File: src/rtl/uart_tx_ctrl.sv
// -----------------------------------------------------------------------------
// uart_tx_ctrl
//
// Frame-level UART transmitter. Each frame is one start bit (0), DATA_WIDTH
// payload bits LSB first, an optional parity bit, and one or two stop bits (1).
// One bit is sent per clk cycle; no baud divider is applied here.
//
// Ports:
//   clk         single clock for all sequential logic
//   rst         asynchronous active-low reset
//   P_DATA      parallel payload, sampled on acceptance
//   Data_Valid  request to send P_DATA
//   PAR_EN      parity bit enable, sampled on acceptance
//   PAR_TYP     0 = even parity, 1 = odd parity, sampled on acceptance
//   STOP2       0 = one stop bit, 1 = two stop bits, sampled on acceptance
//   TX_OUT      serial line, idle high
//   busy        high while a frame is on the line
//   frame_done  one-cycle pulse in the final stop-bit cycle
//   dbg_state   current FSM state encoding (state_e), for observation only
//
// Handshake: Data_Valid is a request with no ready output. It is accepted on a
// clk edge only while the FSM is in IDLE or in the final STOP cycle (the cycle
// where frame_done is high); at every other edge it is ignored. The sender
// either holds Data_Valid until it sees frame_done / busy low, or streams
// frames back to back by keeping it high.
// -----------------------------------------------------------------------------
module uart_tx_ctrl #(
    parameter int DATA_WIDTH = 8
) (
    input  logic                  clk,
    input  logic                  rst,
    input  logic [DATA_WIDTH-1:0] P_DATA,
    input  logic                  Data_Valid,
    input  logic                  PAR_EN,
    input  logic                  PAR_TYP,
    input  logic                  STOP2,
    output logic                  TX_OUT,
    output logic                  busy,
    output logic                  frame_done,
    output logic [2:0]            dbg_state
);

    localparam int              CNT_W    = $clog2(DATA_WIDTH);
    localparam logic [CNT_W-1:0] LAST_BIT = CNT_W'(DATA_WIDTH - 1);

    typedef enum logic [2:0] {
        IDLE   = 3'd0,
        START  = 3'd1,
        DATA   = 3'd2,
        PARITY = 3'd3,
        STOP   = 3'd4
    } state_e;

    state_e                state_q,   state_d;
    logic [CNT_W-1:0]      cnt_q,     cnt_d;
    logic [DATA_WIDTH-1:0] shift_q,   shift_d;
    logic                  par_en_q,  par_en_d;
    logic                  par_bit_q, par_bit_d;
    logic                  stop2_q,   stop2_d;

    logic stop_last;
    logic accept;

    // The counter is reused in STOP to tell the first of two stop bits from
    // the second one.
    assign stop_last = (state_q == STOP) && (!stop2_q || (cnt_q == CNT_W'(1)));
    assign accept    = Data_Valid && ((state_q == IDLE) || stop_last);

    // -------------------------------------------------------------------------
    // State and datapath registers
    // -------------------------------------------------------------------------
    always_ff @(posedge clk or negedge rst) begin
        if (!rst) begin
            state_q   <= IDLE;
            cnt_q     <= '0;
            shift_q   <= '0;
            par_en_q  <= 1'b0;
            par_bit_q <= 1'b0;
            stop2_q   <= 1'b0;
        end else begin
            state_q   <= state_d;
            cnt_q     <= cnt_d;
            shift_q   <= shift_d;
            par_en_q  <= par_en_d;
            par_bit_q <= par_bit_d;
            stop2_q   <= stop2_d;
        end
    end

    // -------------------------------------------------------------------------
    // Next-state logic
    // -------------------------------------------------------------------------
    always_comb begin
        state_d   = state_q;
        cnt_d     = cnt_q;
        shift_d   = shift_q;
        par_en_d  = par_en_q;
        par_bit_d = par_bit_q;
        stop2_d   = stop2_q;

        if (accept) begin
            state_d   = START;
            cnt_d     = '0;
            shift_d   = P_DATA;
            par_en_d  = PAR_EN;
            // The parity bit is resolved at acceptance, so only a registered
            // value reaches TX_OUT and the payload can be shifted away freely.
            par_bit_d = (^P_DATA) ^ PAR_TYP;
            stop2_d   = STOP2;
        end else begin
            case (state_q)
                IDLE: begin
                    state_d = IDLE;
                end
                START: begin
                    state_d = DATA;
                    cnt_d   = '0;
                end
                DATA: begin
                    shift_d = shift_q >> 1;
                    if (cnt_q == LAST_BIT) begin
                        cnt_d   = '0;
                        state_d = par_en_q ? PARITY : STOP;
                    end else begin
                        cnt_d = cnt_q + CNT_W'(1);
                    end
                end
                PARITY: begin
                    state_d = STOP;
                    cnt_d   = '0;
                end
                STOP: begin
                    if (stop_last) begin
                        state_d = IDLE;
                        cnt_d   = '0;
                    end else begin
                        cnt_d = cnt_q + CNT_W'(1);
                    end
                end
                default: begin
                    state_d = IDLE;
                    cnt_d   = '0;
                end
            endcase
        end
    end

    // -------------------------------------------------------------------------
    // Output decode: registered state, counter and shift register only
    // -------------------------------------------------------------------------
    always_comb begin
        TX_OUT     = 1'b1;
        busy       = 1'b0;
        frame_done = 1'b0;
        case (state_q)
            START: begin
                TX_OUT = 1'b0;
                busy   = 1'b1;
            end
            DATA: begin
                TX_OUT = shift_q[0];
                busy   = 1'b1;
            end
            PARITY: begin
                TX_OUT = par_bit_q;
                busy   = 1'b1;
            end
            STOP: begin
                busy       = 1'b1;
                frame_done = stop_last;
            end
            default: begin
                TX_OUT     = 1'b1;
                busy       = 1'b0;
                frame_done = 1'b0;
            end
        endcase
    end

    assign dbg_state = state_q;

endmodule

File: config.mk
export PLATFORM = sky130hd
export DESIGN_NAME = uart_tx_ctrl
export DESIGN_NICKNAME = d
export VERILOG_FILES = /design/src/rtl/uart_tx_ctrl.sv
export SDC_FILE = /design/constraint.sdc
export NUM_CORES = 1
export LEC_CHECK = 0
export CORE_MARGIN = 4
export CORE_UTILIZATION = 44
export CTS_CLUSTER_DIAMETER = 120
export DETAILED_ROUTE_END_ITERATION = 12
export GPL_TIMING_DRIVEN = 0
export PLACE_DENSITY = 0.79
export SETUP_SLACK_MARGIN = 0.3
export SLEW_MARGIN = 0
export SYNTH_ARGS = -nofsm -noshare
export SYNTH_HDL_FRONTEND = slang
export SYNTH_SLANG_ARGS = --single-unit
File: constraint.sdc
create_clock -name clk -period 1.5 [get_ports clk]
set_input_delay 0.375 -clock clk [delete_from_list [all_inputs] [get_ports clk]]
set_output_delay 0.375 -clock clk [all_outputs]
set_load 0.05 [all_outputs]
==> flow_summary.toml <==
[cells_and_area]
drive_gt1_share_pct = 52.7
areaGrowthSynthToFinish_pct = 88.4
final_core_util_pct = 88.1
nNetsFinal = 164
final_cell_mix = "nand2_1, dfrtp_1, buf_6"
fill_cells = 80
fin_area_mm2 = 0.00173
diodes = 0

[timing]
worst_slack_ns = -0.225
rsz0062_at_grt = "true"
worst_pin_slew_ns = 0.786
slew_headroom_pct = 47.5
setup_viol = 17
slew_viol_final = 0
layout_min_cycle_time_ns = 1.73
fmax_ghz = 0.580
min_period_over_period_pct = 115
final_hold_viol_count = 0
finClkSkew_ns = 0.00377

[status]
outcome = "finished with violations"
violations = "setup timing"

[clock_tree]
ctsHoldBuffers = 0
clkSinkCount = 17
clock_tree.buffer_depth = 2
cts_root_buffer = "clkbuf_4"
ctsHtreeMaxLevel = 1
clk_pin_slew_ns = 0.11
clkLatencyLatePin_ns = 0.29
cts_buffers = 3
cts_tree = "done"

[die]
core_mm2 = 0.00196
io_pins = 20
start_util_pct = 46.7
design.die.area_mm2 = 0.00288
row_count = 16
die_h_um = 53.7
die_w_um = 53.7

[route]
drt_iter0_drc = 43
drt_wl_total_mm = 3.71
drc_errors = 0
postRouteAntennaNets = 0
dr.pass1.iters = 5
wl_per_cell_um = 21.4
vias_per_cell = 5.89
route.vias.total = 1019

[place]
gp_congestion = 0.785
place_ws_ns = -0.654
hpwl_mm = 1.49
place_area_mm2 = 0.00120
port_buffers = 19

[setup_path]
rrSetupSlack_ns = -0.21
start_kind = "register"
setup.worst_path.start = "dbg_state[0]"
rr_worst_depth = 4
worst-endpoint-arrival_ns = 1.35
rr_endpoint = "par_en_q"
cp-endpoint = "busy"
endpoint_kind = "output port"
r2r_start = "dbg_state[0]"
worstSetupPathType = "reg -> out"
cp.required_ns = 1.12
critPathMaxFanout = 5

[global_routing]
use_met1_pct = 26.7
grt_pass1_vias = 938
antenna_found_initial = 0
busiest_layer = "met2"
use_met2_pct = 38.4
grt_start_max_net_pins = 18
grt_pass1_wl_mm = 4.45
groute.usage.overall_pct = 21.5
grt.overflow.total = 0
grt_util_met3_pct = 4.43

[power_and_ir_drop]
leakagePower_uw = 0.000763
power.density_mw_per_mm2 = 2220
ir_worst_vdd_uv = 1290

[synthesis]
synth_ff_type = "dfrtp_1"
synth.net_count = 115
yosysUniqueCellTypes = 30
async_reset_ff_share_pct = 100
ys_seq_elements = 17
avgSynthCellArea_um2 = 9.36
synth_cells = 98
synth_edf_count = 0
yosysWarnings = 0
syn_area_um2 = 917
yosysSeqAreaShare_pct = 46.4

[flow_run]
maxCapViolCount = 0

[hold_path]
worstHoldPathType = "in -> async"
## where the power goes
| group | switching, uW | internal, uW |
|---|---|---|
| Sequential | 249 | 672 |
| Combinational | 1320 | 1330 |
| Clock | 153 | 103 |
| Total | 1720 | 2110 |
## timing repair
item                                    CTS  global route
endpoints found under the setup margin   23            26
gates cloned                              1             0
buffers inserted                         18             6
gates resized for setup                  83            28
pin swaps                                15            13
## state kept, by name (all words and copies together) (netlist names)
| register | flops |
|---|---|
| dbg_state | 3 |
| cnt_q | 3 |
| par_en_q | 1 |
| par_bit_q | 1 |
| shift_q | 8 |
| stop2_q | 1 |
## metal layers
layer | vias to the layer above | wire length (um)
met1 | 498 | 1520
met2 | 76 | 1760
met4 | 0 | 91
met5 | - | 0
met3 | 14 | 328
li1 | 431 | -
## cells in the mapped netlist (2+ instances only)
master	instances	area, um2
ha_1	3	37.5
o21ai_0	3	15.0
xor2_1	2	17.5
dfrtp_1	17	425
nand2_1	18	67.6
inv_1	7	26.3
a21oi_1	4	20.0
a31oi_1	5	31.3
nand3_1	3	15.0
xnor2_1	5	43.8
nand2b_1	3	18.8
o211ai_1	2	15.0
nor2_1	8	30.0
clkbuf_1	2	7.51
## worst max-delay path, cell delays in order, from the launching register on
cell and delay (ns):
dfrtp_2 0.47, nor2_4 0.17, buf_12 0.13, xnor2_4 0.11, buf_6 0.18
## per-stage QoR
| step | hold WS [ns] | power [uW] | TNS [ns] | cells |
|---|---|---|---|---|
| detailed placement | 0.500 | 2270 | -6.66 | 144 |
| CTS | 0.512 | 3210 | -1.55 | 167 |
| global placement | 0.480 | 2210 | -6.00 | 144 |
| finish | 0.139 | 3830 | -2.33 | 173 |
| floorplan | 0.0794 | 1880 | -0.535 | 98 |
| global route | 0.191 | 3980 | -2.93 | 173 |
## worst min path at each step
stage | start | depth (start not counted) | end | slack, ns
floorplan | rst | 0 | cnt_q[0] | 0.08
global placement | par_bit_q | 2 | par_bit_q | 0.48
detailed placement | shift_q[3] | 2 | shift_q[2] | 0.50
CTS | P_DATA[0] | 3 | shift_q[0] | 0.51
global route | rst | 1 | dbg_state[1] | 0.19
finish | rst | 1 | par_en_q | 0.14
## layout make-up
cell class / count / area [um2] / area share, %
buffer: 4 / 55.1 / 3.19
clock buffer: 4 / 26.3 / 1.52
inverter: 7 / 26.3 / 1.52
multi-input combinational: 70 / 676 / 39.1
sequential: 17 / 429 / 24.8
tap: 27 / 33.8 / 1.96
timing repair buffer: 44 / 482 / 27.9
## cells by family after synthesis
| family | after synthesis | synth area share (%) |
|---|---|---|
| AO/OA/AOI/OAI | 20 | 13.6 |
| XOR/XNOR | 8 | 9.14 |
| adder cells (fa/ha/maj) | 3 | 4.09 |
| buffers and inverters | 11 | 5.46 |
| flip-flops | 17 | 46.4 |
| multiplexers | 3 | 3.96 |
| AND/OR/NAND/NOR | 36 | 17.3 |
No activity file was read; power rests on OpenSTA's default activity.
